===== src/rtl/div_sequencer_pkg.sv =====
// Shared types and constants for the iterative integer divider.
// Latency constants: DIV_LATENCY normal path, DIV_SPECIAL_LATENCY for div-by-zero / overflow.
// Contents: XLEN, data_bus_t, div_ops_e, fu_state_e, div_fsm_e, opcode helper functions.
package div_sequencer_pkg;

  localparam int XLEN  = 32;
  localparam int CNT_W = $clog2(XLEN);

  // Accept-to-valid_o distance in cycles for each completion path.
  localparam int DIV_LATENCY         = 35;
  localparam int DIV_SPECIAL_LATENCY = 2;

  typedef logic [XLEN-1:0] data_bus_t;

  typedef enum logic [1:0] {
    DIV_  = 2'd0,
    DIVU_ = 2'd1,
    REM_  = 2'd2,
    REMU_ = 2'd3
  } div_ops_e;

  typedef enum logic {
    FREE = 1'b0,
    BUSY = 1'b1
  } fu_state_e;

  typedef enum logic [2:0] {
    IDLE    = 3'd0,
    PREPARE = 3'd1,
    DIVIDE  = 3'd2,
    FIX     = 3'd3,
    DONE    = 3'd4
  } div_fsm_e;

  function automatic logic is_signed_op(input div_ops_e op);
    return (op == DIV_) || (op == REM_);
  endfunction

  function automatic logic is_quotient_op(input div_ops_e op);
    return (op == DIV_) || (op == DIVU_);
  endfunction

endpackage


===== src/rtl/div_sequencer_if.sv =====
// Request/response bundle between issue logic and the divider.
// Latency: none (wires only).
// Backpressure: the issuer may only present valid_i while fu_state_o == FREE.
// Ports: valid_i, operation_i, dividend_i, divisor_i, kill_i (issuer -> divider);
//        fu_state_o, valid_o, result_o (divider -> issuer).
interface div_sequencer_if;
  import div_sequencer_pkg::*;

  logic      valid_i;
  div_ops_e  operation_i;
  data_bus_t dividend_i;
  data_bus_t divisor_i;
  logic      kill_i;
  fu_state_e fu_state_o;
  logic      valid_o;
  data_bus_t result_o;

  modport master (
    output valid_i, operation_i, dividend_i, divisor_i, kill_i,
    input  fu_state_o, valid_o, result_o
  );

  modport slave (
    input  valid_i, operation_i, dividend_i, divisor_i, kill_i,
    output fu_state_o, valid_o, result_o
  );

endinterface


===== src/rtl/div_step.sv =====
// One restoring shift-subtract iteration of an unsigned XLEN-bit divide.
// Latency: purely combinational.
// Backpressure: none; the sequencer decides when to commit the result.
// Ports: rem, quo, divisor in; rem_next, quo_next out.
module div_step
  import div_sequencer_pkg::*;
(
  input  data_bus_t rem,
  input  data_bus_t quo,
  input  data_bus_t divisor,
  output data_bus_t rem_next,
  output data_bus_t quo_next
);

  logic [XLEN:0] rem_sh;
  logic [XLEN:0] trial;

  // {rem, quo} << 1: the dividend MSB still held in quo moves into rem.
  assign rem_sh = {rem, quo[XLEN-1]};

  // rem < divisor holds on entry, so the difference lies strictly within
  // +/-2^XLEN and bit XLEN is a valid sign bit for an XLEN+1-bit subtract.
  assign trial = rem_sh - {1'b0, divisor};

  // On a negative trial rem_sh < divisor, so its top bit is zero and the
  // low XLEN bits are the whole restored remainder.
  assign rem_next = trial[XLEN] ? rem_sh[XLEN-1:0] : trial[XLEN-1:0];
  assign quo_next = {quo[XLEN-2:0], ~trial[XLEN]};

endmodule


===== src/rtl/div_sequencer.sv =====
// Radix-2 restoring divider for DIV/DIVU/REM/REMU with RISC-V special cases.
// Latency: 35 cycles accept-to-valid_o; 2 cycles for divide-by-zero / signed overflow.
// Backpressure: fu_state_o = BUSY while an op is in flight; requests then are dropped.
// Ports: clk_i, rst_i (sync, active-high), bus (div_sequencer_if.slave).
module div_sequencer
  import div_sequencer_pkg::*;
(
  input  logic            clk_i,
  input  logic            rst_i,
  div_sequencer_if.slave  bus
);

  div_fsm_e          state_q;
  div_fsm_e          state_d;

  div_ops_e          op_q;
  data_bus_t         a_q;
  data_bus_t         b_q;
  data_bus_t         divisor_q;
  data_bus_t         rem_q;
  data_bus_t         quo_q;
  data_bus_t         result_q;
  logic              q_neg_q;
  logic              r_neg_q;
  logic [CNT_W-1:0]  cnt_q;

  logic              accept;
  logic              signed_op;
  logic              a_neg;
  logic              b_neg;
  data_bus_t         a_abs;
  data_bus_t         b_abs;
  logic              div_zero;
  logic              overflow;
  logic              special;
  data_bus_t         special_res;
  data_bus_t         rem_next;
  data_bus_t         quo_next;
  data_bus_t         quo_fix;
  data_bus_t         rem_fix;
  data_bus_t         fix_res;

  // A new request can land in IDLE and also in DONE, which is what gives
  // one op per 35 cycles when requests are queued up behind each other.
  assign accept = ((state_q == IDLE) || (state_q == DONE)) &&
                  bus.valid_i && !bus.kill_i;

  // ---------------------------------------------------------------------
  // PREPARE: operand conditioning and special-case detection
  // ---------------------------------------------------------------------
  assign signed_op = is_signed_op(op_q);
  assign a_neg     = signed_op & a_q[XLEN-1];
  assign b_neg     = signed_op & b_q[XLEN-1];
  // -0x80000000 wraps to itself, which read as unsigned is the correct |a|.
  assign a_abs     = a_neg ? -a_q : a_q;
  assign b_abs     = b_neg ? -b_q : b_q;

  assign div_zero  = (b_q == '0);
  assign overflow  = signed_op && (a_q == {1'b1, {(XLEN-1){1'b0}}}) && (b_q == '1);
  assign special   = div_zero | overflow;

  always_comb begin
    special_res = '0;
    if (div_zero) begin
      special_res = is_quotient_op(op_q) ? '1 : a_q;
    end else if (overflow) begin
      // Quotient of the overflow case is the dividend itself (0x80000000).
      special_res = is_quotient_op(op_q) ? a_q : '0;
    end
  end

  // ---------------------------------------------------------------------
  // DIVIDE: single shared iteration stage
  // ---------------------------------------------------------------------
  div_step u_div_step (
    .rem      (rem_q),
    .quo      (quo_q),
    .divisor  (divisor_q),
    .rem_next (rem_next),
    .quo_next (quo_next)
  );

  // ---------------------------------------------------------------------
  // FIX: sign restoration and result selection
  // ---------------------------------------------------------------------
  assign quo_fix = q_neg_q ? -quo_q : quo_q;
  assign rem_fix = r_neg_q ? -rem_q : rem_q;
  assign fix_res = is_quotient_op(op_q) ? quo_fix : rem_fix;

  // ---------------------------------------------------------------------
  // FSM: state register
  // ---------------------------------------------------------------------
  always_ff @(posedge clk_i) begin
    if (rst_i) begin
      state_q <= IDLE;
    end else begin
      state_q <= state_d;
    end
  end

  // ---------------------------------------------------------------------
  // FSM: next-state logic
  // ---------------------------------------------------------------------
  always_comb begin
    state_d = state_q;
    if (bus.kill_i) begin
      state_d = IDLE;
    end else begin
      case (state_q)
        IDLE:    state_d = bus.valid_i ? PREPARE : IDLE;
        PREPARE: state_d = special ? DONE : DIVIDE;
        DIVIDE:  state_d = (cnt_q == '0) ? FIX : DIVIDE;
        FIX:     state_d = DONE;
        DONE:    state_d = bus.valid_i ? PREPARE : IDLE;
        default: state_d = IDLE;
      endcase
    end
  end

  // ---------------------------------------------------------------------
  // FSM: outputs
  // ---------------------------------------------------------------------
  always_comb begin
    bus.fu_state_o = BUSY;
    bus.valid_o    = 1'b0;
    case (state_q)
      IDLE: bus.fu_state_o = FREE;
      DONE: begin
        bus.fu_state_o = FREE;
        bus.valid_o    = 1'b1;
      end
      default: bus.fu_state_o = BUSY;
    endcase
  end

  assign bus.result_o = result_q;

  // ---------------------------------------------------------------------
  // Datapath registers
  // ---------------------------------------------------------------------
  always_ff @(posedge clk_i) begin
    if (rst_i) begin
      op_q      <= DIV_;
      a_q       <= '0;
      b_q       <= '0;
      divisor_q <= '0;
      rem_q     <= '0;
      quo_q     <= '0;
      result_q  <= '0;
      q_neg_q   <= 1'b0;
      r_neg_q   <= 1'b0;
      cnt_q     <= '0;
    end else begin
      if (accept) begin
        op_q <= bus.operation_i;
        a_q  <= bus.dividend_i;
        b_q  <= bus.divisor_i;
      end

      if (state_q == PREPARE) begin
        divisor_q <= b_abs;
        quo_q     <= a_abs;
        rem_q     <= '0;
        q_neg_q   <= a_neg ^ b_neg;
        r_neg_q   <= a_neg;
        cnt_q     <= CNT_W'(XLEN-1);
      end

      if (state_q == DIVIDE) begin
        rem_q <= rem_next;
        quo_q <= quo_next;
        if (cnt_q != '0) begin
          cnt_q <= cnt_q - CNT_W'(1);
        end
      end

      // A kill on the cycle that would load the result leaves the
      // previously delivered value on result_o.
      if (!bus.kill_i) begin
        if ((state_q == PREPARE) && special) begin
          result_q <= special_res;
        end else if (state_q == FIX) begin
          result_q <= fix_res;
        end
      end
    end
  end

endmodule


===== src/flat_wrapper.sv =====
// flat-port wrapper written by rule: the top's interface ports become plain ports
module div_sequencer_flat import div_sequencer_pkg::*;
  (clk_i, rst_i, bus_valid_i, bus_operation_i, bus_dividend_i, bus_divisor_i, bus_kill_i, bus_fu_state_o, bus_valid_o, bus_result_o);
  div_sequencer_if bus_i ();
  input  logic clk_i;
  input  logic rst_i;
  input wire logic [$bits(bus_i.valid_i)-1:0] bus_valid_i;
  input wire logic [$bits(bus_i.operation_i)-1:0] bus_operation_i;
  input wire logic [$bits(bus_i.dividend_i)-1:0] bus_dividend_i;
  input wire logic [$bits(bus_i.divisor_i)-1:0] bus_divisor_i;
  input wire logic [$bits(bus_i.kill_i)-1:0] bus_kill_i;
  output wire logic [$bits(bus_i.fu_state_o)-1:0] bus_fu_state_o;
  output wire logic [$bits(bus_i.valid_o)-1:0] bus_valid_o;
  output wire logic [$bits(bus_i.result_o)-1:0] bus_result_o;
  assign bus_i.valid_i = bus_valid_i;
  assign bus_i.operation_i = bus_operation_i;
  assign bus_i.dividend_i = bus_dividend_i;
  assign bus_i.divisor_i = bus_divisor_i;
  assign bus_i.kill_i = bus_kill_i;
  assign bus_fu_state_o = bus_i.fu_state_o;
  assign bus_valid_o = bus_i.valid_o;
  assign bus_result_o = bus_i.result_o;
  div_sequencer u_core (.clk_i(clk_i), .rst_i(rst_i), .bus(bus_i));
endmodule

===== config.mk =====
export PLATFORM = sky130hd
export DESIGN_NAME = div_sequencer_flat
export DESIGN_NICKNAME = d
export VERILOG_FILES = /design/src/rtl/div_sequencer_pkg.sv /design/src/rtl/div_sequencer_if.sv /design/src/rtl/div_step.sv /design/src/rtl/div_sequencer.sv /design/src/flat_wrapper.sv
export SDC_FILE = /design/constraint.sdc
export NUM_CORES = 1
export LEC_CHECK = 0
export ABC_AREA = 0
export CAP_MARGIN = 15
export CORE_UTILIZATION = 40
export CTS_CLUSTER_DIAMETER = 200
export DETAILED_ROUTE_END_ITERATION = 8
export GPL_ROUTABILITY_DRIVEN = 0
export MAX_ROUTING_LAYER = met4
export PLACE_DENSITY = 0.6
export SLEW_MARGIN = 20
export SYNTH_ARGS = -nofsm -noshare
export SYNTH_HDL_FRONTEND = slang
export SYNTH_HIERARCHICAL = 1
export SYNTH_SLANG_ARGS = --single-unit

===== constraint.sdc =====
create_clock -name clk_i -period 3.44 [get_ports clk_i]
set_input_delay 1.032 -clock clk_i [delete_from_list [all_inputs] [get_ports clk_i]]
set_output_delay 1.032 -clock clk_i [all_outputs]
set_load 0.1 [all_outputs]

* Yosys cells after proc, flatten, opt, wreduce, memory -nomap -nowiden
Cells that the tools add are included.
** Word-level totals
- Register bits :: 204
- Logic and storage cells :: 75
** Cells by class
- Add/subtract/negate cells :: 6
- Equal/unequal tests :: 8
- Mux-type cells :: 25
- Bitwise operators :: 6
- Reduce and logical (&&, ||, !) cells :: 19
** Operators by type and width (count)
- $mux 32 :: 16
- $neg 32->32 :: 4
- $eq 32x32->1 const B :: 2
- $sub 33x32->33 :: 1
- $logic_not 32->1 :: 1
- $mux 5 :: 3
- $pmux 3 s4 :: 1
- $eq 3x2->1 const B :: 2
- $logic_and 1x1->1 :: 5
- $logic_not 5->1 :: 1
- $reduce_bool 5->1 :: 1
- $sub 5x1->5 const B :: 1
- $mux 1 :: 4
- $reduce_bool 2->1 :: 2
- $reduce_or 2->1 :: 2
- $eq 3x1->1 const B :: 1
- $eq 3x3->1 const B :: 1
- $logic_not 3->1 :: 1
- $logic_or 1x1->1 :: 3
- $mux 3 :: 1
- $and 1x1->1 :: 2
- $eq 2x1->1 const B :: 1
- $eq 2x2->1 const B :: 1
- $logic_not 2->1 :: 1
- 5 further kinds :: 6

* Longest topological paths before layout
- Depth after elaboration :: 8
- Gate-level depth with buffers :: 15
- Mapped depth without buffers :: 14

* Hierarchy
Netlist, hierarchy kept.
** Modules (own cells, without submodules)
- div_sequencer :: times used 1, cells an instance 1428, area each 10884.2 sq um, seq. area each 4083.9 sq um
- div_step :: times used 1, cells an instance 391, area each 2686.3 sq um, seq. area each 0.0 sq um

* Worst setup path before layout
OpenSTA, ideal clock, no wires.
- Path kind :: flip-flop to flip-flop
- Start :: register u_core.rem_q[15]
- End :: register u_core.rem_q[31]
- Setup time :: 0.128 ns
- Data arrival time :: 2.853 ns
- Setup slack :: 0.460 ns
- Stages on the path, launching flop included :: 14
- Cells stage by stage :: dfxtp_1 ha_1 buf_6 a21oi_4 o211ai_1 a221o_1 a211o_1 o21a_1 o211ai_4 inv_2 buf_6 mux2_4 a22oi_1 nor2_1
** On the way
- Word-level cells in the longest chain between the ends :: 3
** RTL lines
- start, declared :: RTL line div_sequencer.sv:20 : data_bus_t rem_q;
- start signal, assigned :: RTL line div_sequencer.sv:170 : rem_q <= rem_next;
- $sub 33x32->33 :: RTL line div_step.sv:23 : assign trial = rem_sh - {1'b0, divisor};
- $mux 32 :: RTL line div_step.sv:27 : assign rem_next = trial[XLEN] ? rem_sh[XLEN-1:0] : trial[XLEN-1:0];
- net u_core.rem_next[31] :: RTL line div_sequencer.sv:37 : data_bus_t rem_next;
- $mux 32 :: RTL line div_sequencer.sv:169 : if (state_q == DIVIDE) begin
The timed path passes the listed nets, and every way through them passes these cells.
A chain may end at the register's enable or synchronous reset.

* Worst setup path after layout
- Start :: register u_core.divisor_q[16]
- End :: register u_core.rem_q[22]
** On the way
- Word-level cells in the longest chain between the ends :: 3
** RTL lines
- start, declared :: RTL line div_sequencer.sv:19 : data_bus_t divisor_q;
- start signal, assigned :: RTL line div_sequencer.sv:161 : divisor_q <= b_abs;
- $sub 33x32->33 :: RTL line div_step.sv:23
- $mux 32 :: RTL line div_step.sv:27
- net u_core.rem_next[22] :: RTL line div_sequencer.sv:37
- $mux 32 :: RTL line div_sequencer.sv:169
The timed path passes the listed nets, and every way through them passes these cells.

==> metrics.md <==
| Metric | Value |
|---|---|
| Leak pwr | 5.88 nW |
| Synth Flop Type | dfxtp_1 |
| DRT Wirelength | 43000 um |
| Peak VDD IR | 0.289 mV |
| Rel. slew slack | 35.7% |
| Final hold viol count | 0 |
| Simple-gate portion of the synthesized area | 22.0% |
| First-pass GRT wire length | 68300 um |
| First DRT Iteration DRCs | 1291 |
| Crit path max fanout | 9 |
| Largest family of logic cells by synthesized area | compound AO/OA/AOI/OAI gates |
| DR pass1 iterations | 5 |
| CP cell instances | inv_1, ha_1, a21oi_4, o211ai_1, a221o_1, a211o_1, o211ai_1, o211ai_4, inv_2, buf_4, mux2_4, a22oi_1, nor2_1 |
| RSZ-0062 raised after global routing | no |
| Worst slew pin tran | 0.964 ns |
| Latest clock arrival within the worst-skew pair | 0.53 ns |
| Nets | 1973 |
| Row count | 67 |
| Worst setup SP type | flip-flop |
| DP HPWL | 32400 um |
| CTS buffer count | 24 |
| Die Y | 186 um |
| Post-Route Setup TNS | 0 ns |
| Clk pwr share | 39.5% |
| Part of the cycle the worst path needs | 92.6% |
| Synth-to-Final Area Change | 16.5% |
| Vias per cell | 5.73 |
| Post-synthesis adder-cell area fraction | 3.65% |
| Inserted Diodes | 0 |
| Routed len/inst | 18.5 um |
| Post-synthesis sequential area ratio | 30.1% |
| Gr usage total | 25.7% |
| Setup Crit Path Kind | flip-flop to flip-flop |
| Ports | 104 |
| Unique masters post-synth | 76 |
| Largest net degree at the start of global routing | 89 |
| Most common cell after layout, fill and taps aside | nand2_1 |
| Post-Syn Area per Cell | 7.46 um2 |
| Crit-path slowest cell | ha_1 |
| DR vias | 13400 |
| Design area | 15800 um2 |
| Core area | 33400 um2 |
| CTS max path bufs | 3 |
| Fillers | 3381 |
| Placed cells | 2286 |
| Initial antenna violation count | 0 |
| Max_cap viols | 0 |
| Root Driver | clkbuf_16 |
| # DRC | 0 |
| Post-synth EDFFs | 0 |
| Combinational share of power | 21.9% |
| Syn Nets | 1928 |
| CTS Sinks | 204 |
| Yosys top cell area share | 30.1% |
| Sw frac | 30.2% |
| Non-filler instance count after layout | 2330 |
| Crit end category | flip-flop |
| Critical path's top delay family | compound AO/OA/AOI/OAI gates |
| PD cells | 420 nW/um2 |
| Post-Syn Area | 13600 um2 |
| Most frequent cells in the layout | 257 x nand2_1, 204 x dfxtp_1, 203 x nor2_1 |
| Share of cells above drive strength 1 | 10.2% |
| CTS tree | built |
| Reg clk slew, reported paths | 0.06 ns |
| Starting Density | 40.6% |
| H-tree depth | 1 |
| Die area | 34700 um2 |
| ANT nets after route | 0 |
| Synth warn | 6 |
| Share of flip-flops with an asynchronous set or reset | 0% |
| Yosys reg bits | 204 |
| Post-synth top area cell | dfxtp_1 |
| Area after DPL | 15000 um2 |
| Data arrival time of the worst path | 3.59 ns |
| Top cells by area, synth | dfxtp_1 30%, nand2_1 7.1%, a21oi_1 6.0% |
| Worst EP required | 3.84 ns |
| Outcome | completed |
| Sequential power share | 38.6% |
| Max Fclk | 0.314 GHz |
| Post-Synthesis Cells | 1819 |
| Synth Area in Compound Gates | 26.2% |
| Psw | 2.01 mW |
| Buf/Inv on CP | 3 |
| Worst min path class | flip-flop to flip-flop |
| Vias in the first global route | 12200 |
| IO Port Bufs | 103 |
| Mux share of post-synthesis cell area | 2.73% |
| Setup Buffers After CTS | 0 |
| Die Width | 186 um |
| Synth Area in XOR/XNOR | 8.20% |
| Max Slew Vio Count | 0 |
| Worst path max stage delay | 0.40 ns |
| Setup Skew | 0.0180 ns |
| Most frequent CP cell | o211ai_1 |
| Congestion Overflow GR | 0 |
| Finish-stage setup viols | 0 |
| P_int | 4.64 mW |
| Tmin final | 3.18 ns |
registers in the layout, indices dropped and copies added (netlist names):
register             cells
u_core/a_q              32
u_core/b_q              32
u_core/bus.result_o     32
u_core/divisor_q        32
u_core/quo_q            32
u_core/rem_q            32
u_core/cnt_q             5
u_core/state_q           3
u_core/op_q              2
u_core/q_neg_q           1
u_core/r_neg_q           1
Yosys cell counts, drive strengths merged (19+ instances only):
master  count
a21oi     166
a22oi      44
nor4       26
nor3       24
dfxtp     204
a211oi     50
clkbuf    103
o41ai      19
inv        62
a311oi     36
o31ai      29
nand2     257
xor2       64
nand4      27
buf        52
nand3      22
xnor2      63
o21ai     104
nor2      205
ha         38
path summary, 6_finish.rpt:
| check | depth (start not counted) | to | slack, ns | start |
|---|---|---|---|---|
| worst max-delay path | 13 | u_core/rem_q[22]$_SDFFE_PP0P_ | 0.26 | u_core/divisor_q[16]$_SDFFE_PP0P_ |
| worst min-delay path | 2 | u_core/divisor_q[31]$_SDFFE_PP0P_ | 0.46 | u_core/divisor_q[31]$_SDFFE_PP0P_ |
| worst max register to register | 13 | u_core/rem_q[22]$_SDFFE_PP0P_ | 0.26 | u_core/divisor_q[16]$_SDFFE_PP0P_ |
| worst min register to register | 2 | u_core/divisor_q[31]$_SDFFE_PP0P_ | 0.46 | u_core/divisor_q[31]$_SDFFE_PP0P_ |
power groups by stage:
stage	clock network [mW]	logic [mW]	registers, mW
3_3_place_gp	0	1.42	2.61
4_1_cts	2.68	1.43	2.56
5_1_grt	2.79	1.59	2.58
2_1_floorplan	0	1.02	2.60
3_5_place_dp	0	1.43	2.62
6_report	2.62	1.45	2.57
per-layer routing:
layer	vias to the layer above	part of all wire (%)	GRT usage, %
met3	77	7.1	3.97
met2	489	41	36.1
met4	0	3.0	7.97
met1	6210	49	37.2
li1	6586	-	-
met5	-	0	-
layout make-up:
type	instances	area (um2)	area share (%)
clock buffer	37	751	4.75
clock inverter	7	78.8	0.499
inverter	63	236	1.50
multi-input combinational	1397	8560	54.1
sequential	204	4080	25.8
tap	448	561	3.55
timing repair buffer	174	1540	9.76
tightest hold or removal path: cells and delay by family, from the launching register on:
family	cells	cell delay, ns
flops	1	0.31
compound gates	1	0.05
simple gates	1	0.05
through the flow:
stage,power [mW],util (%),setup slack (ns),hold slack [ns]
global route,6.95,47.3,0.0455,0.481
global placement,4.03,44.8,0.245,0.440
detailed placement,4.04,44.8,0.175,0.450
CTS,6.67,47.2,0.157,0.457
finish,6.64,47.3,0.256,0.455
floorplan,3.62,-,0.460,0.432
cells by family (layout without fill, tap and decap cells):
group | after synthesis | in the layout
compound gates | 545 | 545
xor+xnor | 127 | 127
fa+ha+maj | 39 | 39
buf+inv | 218 | 281
flops | 204 | 204
mux | 28 | 28
simple gates | 658 | 658
what timing repair did:
item | in CTS | in global routing
gates resized for setup | 0 | 2
setup endpoints to repair | 0 | 13
hold buffers | 0 | 0
No activity file was read; power rests on OpenSTA's default activity.
